[src/rtl/clefia_gfn_round_ctrl.sv]
// Round controller for the 4-branch CLEFIA GFN: whitening, NR rounds through the external F0/F1 stage, output handshake.
// Optional decryption support (dec port, reversed key order, right rotation) is enabled by defining CLEFIA_DEC_EN.
module clefia_gfn_round_ctrl #(
  parameter int NR    = 18,
  parameter int F_LAT = 3,
  parameter int RKW   = 5
) (
  input  logic             clk,
  input  logic             rst_n,
`ifdef CLEFIA_DEC_EN
  input  logic             dec,
`endif
  input  logic             in_valid,
  output logic             in_ready,
  input  logic [127:0]     in_block,
  input  logic [127:0]     wk,
  output logic [RKW-1:0]   rk_idx,
  input  logic [63:0]      rk_pair,
  output logic             f_valid,
  output logic [31:0]      f0_x,
  output logic [31:0]      f1_x,
  output logic [31:0]      f0_k,
  output logic [31:0]      f1_k,
  input  logic [31:0]      f0_y,
  input  logic [31:0]      f1_y,
  output logic             out_valid,
  input  logic             out_ready,
  output logic [127:0]     out_block,
  output logic             busy
);

  localparam int CW = (F_LAT > 1) ? $clog2(F_LAT) : 1;
  localparam logic [RKW-1:0] R_LAST = RKW'(NR - 1);
  localparam logic [CW-1:0]  CNT_LOAD = CW'(F_LAT - 1);

  typedef enum logic [1:0] {S_IDLE, S_ISSUE, S_WAIT, S_DONE} state_t;

  state_t         state_q, state_d;
  logic [31:0]    t0_q, t1_q, t2_q, t3_q;
  logic [31:0]    t0_d, t1_d, t2_d, t3_d;
  logic [31:0]    wkf2_q, wkf3_q, wkf2_d, wkf3_d;
  logic [RKW-1:0] r_q, r_d;
  logic [CW-1:0]  cnt_q, cnt_d;
  logic [127:0]   out_block_q, out_block_d;
  logic           out_valid_q, out_valid_d;
  logic [31:0]    fx0_q, fx1_q, fk0_q, fk1_q;
  logic [31:0]    fx0_d, fx1_d, fk0_d, fk1_d;
  logic           dec_q, dec_d;
  logic           dec_acc;
  logic [31:0]    t1x, t3x;

`ifdef CLEFIA_DEC_EN
  assign dec_acc = dec;
`else
  assign dec_acc = 1'b0;
`endif

  assign t1x = t1_q ^ f0_y;
  assign t3x = t3_q ^ f1_y;

  always_ff @(posedge clk or negedge rst_n) begin
    if (!rst_n) begin
      state_q     <= S_IDLE;
      t0_q        <= '0;
      t1_q        <= '0;
      t2_q        <= '0;
      t3_q        <= '0;
      wkf2_q      <= '0;
      wkf3_q      <= '0;
      r_q         <= '0;
      cnt_q       <= '0;
      out_block_q <= '0;
      out_valid_q <= 1'b0;
      fx0_q       <= '0;
      fx1_q       <= '0;
      fk0_q       <= '0;
      fk1_q       <= '0;
      dec_q       <= 1'b0;
    end else begin
      state_q     <= state_d;
      t0_q        <= t0_d;
      t1_q        <= t1_d;
      t2_q        <= t2_d;
      t3_q        <= t3_d;
      wkf2_q      <= wkf2_d;
      wkf3_q      <= wkf3_d;
      r_q         <= r_d;
      cnt_q       <= cnt_d;
      out_block_q <= out_block_d;
      out_valid_q <= out_valid_d;
      fx0_q       <= fx0_d;
      fx1_q       <= fx1_d;
      fk0_q       <= fk0_d;
      fk1_q       <= fk1_d;
      dec_q       <= dec_d;
    end
  end

  always_comb begin
    state_d     = state_q;
    t0_d        = t0_q;
    t1_d        = t1_q;
    t2_d        = t2_q;
    t3_d        = t3_q;
    wkf2_d      = wkf2_q;
    wkf3_d      = wkf3_q;
    r_d         = r_q;
    cnt_d       = cnt_q;
    out_block_d = out_block_q;
    out_valid_d = out_valid_q;
    fx0_d       = fx0_q;
    fx1_d       = fx1_q;
    fk0_d       = fk0_q;
    fk1_d       = fk1_q;
    dec_d       = dec_q;
    case (state_q)
      S_IDLE: begin
        if (in_valid) begin
          t0_d  = in_block[127:96];
          t2_d  = in_block[63:32];
          dec_d = dec_acc;
          // Only the final-whitening key pair is kept; the input pair is consumed here.
          if (dec_acc) begin
            t1_d   = in_block[95:64] ^ wk[63:32];
            t3_d   = in_block[31:0]  ^ wk[31:0];
            wkf2_d = wk[127:96];
            wkf3_d = wk[95:64];
          end else begin
            t1_d   = in_block[95:64] ^ wk[127:96];
            t3_d   = in_block[31:0]  ^ wk[95:64];
            wkf2_d = wk[63:32];
            wkf3_d = wk[31:0];
          end
          r_d     = '0;
          state_d = S_ISSUE;
        end
      end
      S_ISSUE: begin
        fx0_d   = t0_q;
        fx1_d   = t2_q;
        fk0_d   = rk_pair[63:32];
        fk1_d   = rk_pair[31:0];
        cnt_d   = CNT_LOAD;
        state_d = S_WAIT;
      end
      S_WAIT: begin
        if (cnt_q == '0) begin
          if (r_q == R_LAST) begin
            out_block_d = {t0_q, t1x ^ wkf2_q, t2_q, t3x ^ wkf3_q};
            out_valid_d = 1'b1;
            state_d     = S_DONE;
          end else begin
            if (dec_q) begin
              t0_d = t3x;
              t1_d = t0_q;
              t2_d = t1x;
              t3_d = t2_q;
            end else begin
              t0_d = t1x;
              t1_d = t2_q;
              t2_d = t3x;
              t3_d = t0_q;
            end
            r_d     = r_q + 1'b1;
            state_d = S_ISSUE;
          end
        end else begin
          cnt_d = cnt_q - 1'b1;
        end
      end
      S_DONE: begin
        if (out_ready) begin
          out_valid_d = 1'b0;
          state_d     = S_IDLE;
        end
      end
      default: state_d = S_IDLE;
    endcase
  end

  // F operands are live during ISSUE and hold the issued values otherwise.
  assign f_valid   = (state_q == S_ISSUE);
  assign f0_x      = f_valid ? t0_q : fx0_q;
  assign f1_x      = f_valid ? t2_q : fx1_q;
  assign f0_k      = f_valid ? rk_pair[63:32] : fk0_q;
  assign f1_k      = f_valid ? rk_pair[31:0]  : fk1_q;
  assign rk_idx    = dec_q ? (R_LAST - r_q) : r_q;
  assign in_ready  = (state_q == S_IDLE);
  assign busy      = (state_q != S_IDLE);
  assign out_valid = out_valid_q;
  assign out_block = out_block_q;

endmodule
[config.mk]
export PLATFORM = sky130hd
export DESIGN_NAME = clefia_gfn_round_ctrl
export DESIGN_NICKNAME = d
export VERILOG_FILES = /design/src/rtl/clefia_gfn_round_ctrl.sv
export SDC_FILE = /design/constraint.sdc
export NUM_CORES = 1
export LEC_CHECK = 0
export BUFFER_PORTS_ARGS = -buffer_cell sky130_fd_sc_hd__buf_2
export CAP_MARGIN = 20
export CORE_AREA = 2 2 257 259
export CTS_BUF_LIST = sky130_fd_sc_hd__clkbuf_8
export DETAILED_ROUTE_END_ITERATION = 8
export DIE_AREA = 0 0 259 261
export SLEW_MARGIN = 20
export SYNTH_ARGS = -nofsm -noshare
export SYNTH_HDL_FRONTEND = slang
export SYNTH_SLANG_ARGS = --single-unit
[constraint.sdc]
create_clock -name clk -period 1.9 [get_ports clk]
set_clock_uncertainty 0.05 [all_clocks]
set_input_delay 0.19 -clock clk [delete_from_list [all_inputs] [get_ports clk]]
set_output_delay 0.19 -clock clk [all_outputs]
set_load 0.005 [all_outputs]
==> summary.txt, run 1 <==
Run status
  • Outcome: finished with violations
  • Failing checks: negative setup slack

Pwr
  • Worst IR Drop VDD: 0.975 mV
  • Total power per unit cell area: 1540 mW/mm^2
  • Static Leak: 15.1 nW

Final layout
  • Leading cell types in the layout, fill and taps excluded: sky130_fd_sc_hd__buf_2, sky130_fd_sc_hd__dfrtp_1, sky130_fd_sc_hd__dlygate4sd3_1, sky130_fd_sc_hd__o21ai_0, sky130_fd_sc_hd__mux2_2
  • Flip-flop count of the largest register after layout: 128
  • Number of standard cells in the layout, taps in and fillers out: 3632
  • Leading cell type in the layout, fill and taps excluded: sky130_fd_sc_hd__buf_2
  • Area growth from synthesis to layout: 59.7%
  • Layout cells sized above 1: 46.3%
  • Final #Nets: 3097

STA
  • Maximum achievable frequency: 0.401 GHz
  • Setup repair after global routing missed its margin: yes
  • Endpoints failing setup: 358
  • WHS: 0.0510 ns
  • Tightest Pin Transition: 0.878 ns
  • Hold violation count in the final report: 0
  • Post-route setup slack: -0.596 ns
  • Final period util: 131%
  • Headroom to the max-slew limit: 41.3%
  • Fin. max-slew vios: 0
  • Final critical-path required period: 2.50 ns
  • Total negative slack: -105.49 ns

Global route
  • Overall overflow remaining after global route: 0
  • Initial antenna violation count: 4
  • Pin count of the biggest net entering global routing: 91
  • Overall fraction of global-route tracks in use: 20.1%
  • First-pass GRT wire length: 106 mm
  • Via count of the first global-routing pass: 18700

Placement
  • GP Congestion: 0.901
  • Port-buffer cells: 652
  • Placed cells: 3079
  • Worst setup timing slack at the placement stage: -0.00446 ns
  • HPWL after DPL: 47.1 mm

Synthesis
  • Dominant combinational cell family by area after synthesis: multiplexers
  • Mux cell area share after synthesis: 22.6%
  • Post-synthesis share of cell area spent on and, or, nand and nor gates: 3.04%
  • Average cell area after synthesis: 13.0 um^2
  • Sequential cell area fraction in the yosys report: 56.4%
  • Post-synth design cell area: 0.0203 mm^2
  • Async set-reset flop share out of synthesis: 100%
  • Parity-gate share of the synthesized area counting xor and xnor cells: 8.28%
  • Number of different library cells in the post-synthesis netlist: 36
  • Yosys warns: 0
  • Number of flops mapped to enable cells by yosys: 0
  • Most common flop cell mapped by yosys: sky130_fd_sc_hd__dfrtp_1
  • Synth Area in Adders: 0.185%
  • Synthesized Nets: 1954
  • Flip-flop and latch count after synthesis: 458
  • Count of mapped cells out of synthesis: 1563
  • Complex-gate fraction of the synthesized area: 6.84%

CTS
  • TritonCTS clock tree: built
  • Buffer cell driving the clock tree root: sky130_fd_sc_hd__clkbuf_8
  • Count of clock tree sinks: 458
  • Clk_lat worst skew: 0.65 ns
  • Buffer depth of the longest clock path: 3
  • Number of buffers created by CTS: 81
  • Clock-pin transition on the worst setup and hold timing paths: 0.06 ns
  • Max H-tree Level: 3

Floorplanning
  • Core Rows: 94
  • Number of I/O pins: 653
  • Starting density of the core: 31.2%
  • Area of the core: 0.0650 mm^2
  • DIE AREA: 0.0676 mm^2
  • Vert. Die Dim: 261 um
  • Overall die width: 259 um

Drt
  • Number of DRC markers in iteration 0: 853
  • Total length of routed wires: 74.3 mm
  • Total via count in the routed design: 17300
  • First-pass DRT Iterations: 5
  • Per-cell routed wire length: 20.5 um
  • Antenna Violating Nets Remaining: 0
  • DRC viols: 0
  • Average via count per standard cell: 4.76

Critical path
  • Data arrival at the endpoint of the critical path: 2.26 ns
  • Required time reported for the critical path endpoint: 1.66 ns
  • Crit Path Category: flop to output port
  • Endpoint type of the worst setup path: output port
  • Maximum fanout along the worst path: 5
  • Logic depth of the worst register-to-register path: 7
  • Worst Setup Start Kind: flop

Hold path
  • Classification of the worst-slack hold path: input pin to flop
  • Worst hold path cell count: 4

Flow run
  • Max capacitance violation total: 0
-- cell usage after synthesis (9+ instances only) --
cell type                  count  share of area [%]
sky130_fd_sc_hd__a21oi_1      63                1.6
sky130_fd_sc_hd__buf_2        36               0.89
sky130_fd_sc_hd__buf_6        13               0.72
sky130_fd_sc_hd__clkbuf_1     42               0.78
sky130_fd_sc_hd__dfrtp_1     458                 56
sky130_fd_sc_hd__inv_1         9               0.17
sky130_fd_sc_hd__mux2_2      313                 17
sky130_fd_sc_hd__mux2_4       63                4.7
sky130_fd_sc_hd__nand2_1      68                1.3
sky130_fd_sc_hd__nor2_1       64                1.2
sky130_fd_sc_hd__o21ai_0     197                4.9
sky130_fd_sc_hd__xnor2_1     128                5.5
sky130_fd_sc_hd__xor2_1       64                2.8
-- through the flow --
| stage | cell area (um^2) | power (mW) | util [%] |
|---|---|---|---|
| 2_1_floorplan | 20300 | 27.3 | - |
| 3_3_place_gp | 25200 | 34.0 | 38.8 |
| 3_5_place_dp | 25200 | 34.7 | 38.8 |
| 4_1_cts | 31300 | 46.5 | 48.1 |
| 5_1_grt | 32500 | 52.8 | 49.9 |
| 6_report | 32500 | 50.1 | 49.9 |
-- timing repair --
item,in CTS,in global routing
setup endpoints to repair,197,406
resized for setup,95,191
hold buffers,377,0
pin swaps,0,1
buffers inserted,8,14
endpoints found under the hold margin,774,0
gates cloned,2,8
-- kinds of logic after synthesis --
group | count (synthesis)
flops | 458
mux | 388
compound gates | 272
xor+xnor | 192
simple gates | 146
buf+inv | 104
fa+ha+maj | 3
-- per-layer routing --
layer / track usage [%] / vias to the layer above / part of all wire, %
li1: - / 7700 / -
met1: 23.5 / 8724 / 39
met2: 35.2 / 691 / 51
met3: 4.85 / 186 / 6.2
met4: 8.64 / 2 / 3.6
met5: 0 / - / 0.017
-- path summary, 6_finish.rpt --
check	start	to	slack, ns
setup / recovery	state_q[1]	f0_x[11]	-0.60
hold / removal	in_block[75]	t1_q[11]	0.05
setup reg to reg	state_q[1]	t3_q[13]	-0.24
hold reg to reg	out_block[123]	out_block[123]	0.44
max in group asynchronous	rst_n	out_block[67]	0.24
min in group asynchronous	rst_n	out_block[81]	0.25
-- worst max-delay path, stage by stage (launching register included) --
cell,delay [ns]
sky130_fd_sc_hd__dfrtp_4,0.49
sky130_fd_sc_hd__nor2b_4,0.15
sky130_fd_sc_hd__buf_12,0.15
sky130_fd_sc_hd__buf_16,0.16
sky130_fd_sc_hd__clkbuf_16,0.19
sky130_fd_sc_hd__mux2_4,0.32
sky130_fd_sc_hd__buf_6,0.12
-- report_power, final --
group / switching [mW] / internal (mW) / total [mW]
clock: 4.28 / 5.22 / 9.50
sequential: 2.90 / 13.8 / 16.7
combinational: 9.69 / 14.2 / 23.9
total: 16.9 / 33.2 / 50.1
-- layout make-up --
type                    count  area [um^2]
repair buffers           1155         9370
fillers                  5481        32600
well taps                 864         1080
clock inverters            37          224
flip-flops and latches    458        11500
clock buffers             105         1450
inverters                   9         33.8
multi-input cells        1001         8830
diodes                      3         7.51
Power figures use the tool's default switching activity.
==> run 2, diff against run 1 <==
--- a/config.mk
+++ b/config.mk
@@ -5,12 +5,12 @@
 export SDC_FILE = /design/constraint.sdc
 export NUM_CORES = 1
 export LEC_CHECK = 0
-export BUFFER_PORTS_ARGS = -buffer_cell sky130_fd_sc_hd__buf_2
 export CAP_MARGIN = 20
 export CORE_AREA = 2 2 257 259
 export CTS_BUF_LIST = sky130_fd_sc_hd__clkbuf_8
 export DETAILED_ROUTE_END_ITERATION = 8
 export DIE_AREA = 0 0 259 261
+export DONT_BUFFER_PORTS = 1
 export SLEW_MARGIN = 20
 export SYNTH_ARGS = -nofsm -noshare
 export SYNTH_HDL_FRONTEND = slang
==> run 2 against run 1 <==
The run ends with negative hold slack, negative setup slack left. First-iteration DRC count grew 1.5%. Highest routed layer unchanged. Via count shrank 15%. Global-route usage shrank 1.6 points. Power shrank 11%. Final cell count shrank 18%. Sequential share of layout area grew 4.9 points.
==> summary.txt, run 2 (same netlist as run 1, synthesis figures left out) <==
Run status
  • Outcome: finished with violations
  • Failing checks: negative hold slack, negative setup slack

STA
  • Final critical-path required period: 2.34 ns
  • Post-route setup slack: -0.439 ns
  • WHS: -0.828 ns
  • Endpoints failing setup: 399
  • Maximum achievable frequency: 0.428 GHz
  • Fin. max-slew vios: 0
  • Final period util: 123%
  • Tightest Pin Transition: 0.857 ns
  • Total negative slack: -69.53 ns
  • Setup repair after global routing missed its margin: yes
  • Headroom to the max-slew limit: 42.9%
  • Hold violation count in the final report: 458

Final layout
  • Leading cell type in the layout, fill and taps excluded: sky130_fd_sc_hd__dfrtp_1
  • Final non-filler cell area: 0.0285 mm^2
  • Final #Nets: 2447
  • Leading cell types in the layout, fill and taps excluded: sky130_fd_sc_hd__dfrtp_1, sky130_fd_sc_hd__dlygate4sd3_1, sky130_fd_sc_hd__o21ai_0, sky130_fd_sc_hd__mux2_4, sky130_fd_sc_hd__mux2_2
  • Area growth from synthesis to layout: 40.3%
  • Layout cells sized above 1: 29.3%
  • Flip-flop count of the largest register after layout: 128

Placement
  • GP Congestion: 0.827
  • Area after detailed placement: 0.0219 mm^2
  • Worst setup timing slack at the placement stage: -0.00637 ns
  • Port-buffer cells: 0
  • HPWL after DPL: 41.7 mm

Drt
  • Total via count in the routed design: 14700
  • Total length of routed wires: 68.4 mm
  • First-pass DRT Iterations: 5
  • Antenna Violating Nets Remaining: 0
  • Per-cell routed wire length: 23.0 um
  • Average via count per standard cell: 4.93
  • DRC viols: 0
  • Number of DRC markers in iteration 0: 866

Critical path
  • CP peak stage delay: 0.48 ns
  • Ordered cell list for the critical path: nor2b_4 > buf_12 > buf_12 > clkbuf_16 > mux2_4
  • Top delay family on crit path: buffers and inverters
  • Data arrival at the endpoint of the critical path: 2.10 ns
  • Crit Path Category: flop to output port
  • Endpoint type of the worst setup path: output port
  • Worst path slowest cell: sky130_fd_sc_hd__dfrtp_4
  • CP Buf/Inv Count: 3
  • Maximum fanout along the worst path: 5
  • Worst Setup Start Kind: flop
  • Most frequent cell on the critical path: sky130_fd_sc_hd__buf_12
  • Required time reported for the critical path endpoint: 1.66 ns
  • Slack of the worst reg-to-reg path: -0.17 ns

Floorplanning
  • Number of I/O pins: 653
  • Vert. Die Dim: 261 um
  • Starting density of the core: 31.2%
  • Overall die width: 259 um
  • Core Rows: 94
  • DIE AREA: 0.0676 mm^2
  • Area of the core: 0.0650 mm^2

Global route
  • Layer with the highest usage after global routing: met2
  • First-pass GRT wire length: 96.0 mm
  • Met2 GRT Util: 32.3%
  • Via count of the first global-routing pass: 16100
  • Initial antenna violation count: 6
  • Met1 usage: 21.0%
  • Overall fraction of global-route tracks in use: 18.5%
  • Overall overflow remaining after global route: 0
  • Global Route met3 Usage: 5.33%
  • Pin count of the biggest net entering global routing: 459

CTS
  • Clock-pin transition on the worst setup and hold timing paths: 0.06 ns
  • Post-cts hold buffer count: 386
  • Buffer depth of the longest clock path: 3
  • Max H-tree Level: 3
  • Clk_lat worst skew: 0.66 ns
  • Number of buffers created by CTS: 82
  • TritonCTS clock tree: built
  • Buffer cell driving the clock tree root: sky130_fd_sc_hd__clkbuf_8
  • Count of clock tree sinks: 458

Pwr
  • Static Leak: 12.3 nW
  • Worst IR Drop VDD: 0.740 mV
  • Total power per unit cell area: 1570 mW/mm^2

Hold path
  • Classification of the worst-slack hold path: input pin to async pin

Flow run
  • Max capacitance violation total: 0
## run 2: cell count changes in the layout (fill, tap and decap cells not counted), sizes merged, moves of 2 or more
cell / previous run / this run
buf: 771 / 106
clkinv: 2 / 12
dlygate4sd3: 376 / 386
clkbuf: 113 / 106
bufinv: 2 / 0
## run 2: stage by stage
stage | power, mW | util (%) | std cells
2_1_floorplan | 27.3 | - | 1563
3_3_place_gp | 32.1 | 33.7 | 2422
3_5_place_dp | 32.6 | 33.7 | 2422
4_1_cts | 43.9 | 43.1 | 2962
5_1_grt | 47.1 | 43.8 | 2980
6_report | 44.7 | 43.8 | 2981
## run 2: path summary, 6_finish.rpt
path	startpoint	cells after the start	endpoint
max in group asynchronous	rst_n	0	state_q[1]
hold reg to reg	fk1_q[3]	1	fk1_q[3]
hold / removal	rst_n	0	fx0_q[11]
min in group clk	wk[14]	2	wkf3_q[14]
setup / recovery	state_q[1]	5	f0_x[5]
setup reg to reg	state_q[1]	6	out_block[47]
## run 2: routing by layer
layer | vias to the layer above | share of wire, %
met2 | 641 | 50
met4 | 8 | 4.2
met5 | - | 0.085
met3 | 160 | 7.0
li1 | 6423 | -
met1 | 7472 | 39
## run 2: area by class of cell
| type | instances | area (um^2) |
|---|---|---|
| well taps | 864 | 1080 |
| fillers | 5673 | 36500 |
| repair buffers | 503 | 5490 |
| flip-flops and latches | 458 | 11500 |
| clock inverters | 46 | 238 |
| inverters | 9 | 33.8 |
| diodes | 3 | 7.51 |
| multi-input cells | 1002 | 8870 |
| clock buffers | 96 | 1320 |
## run 2: power by group
part / internal [mW] / switching (mW) / total (mW)
Clock: 4.62 / 4.26 / 8.89
Sequential: 13.8 / 3.08 / 16.9
Combinational: 10.6 / 8.31 / 18.9
Total: 29.0 / 15.6 / 44.7
## run 2: repair_timing
action | CTS | global route
resized for setup | 127 | 41
endpoints found under the hold margin | 781 | 458
gates cloned | 4 | 15
setup buffers | 8 | 3
pin swaps | 1 | 2
setup endpoints to repair | 179 | 419
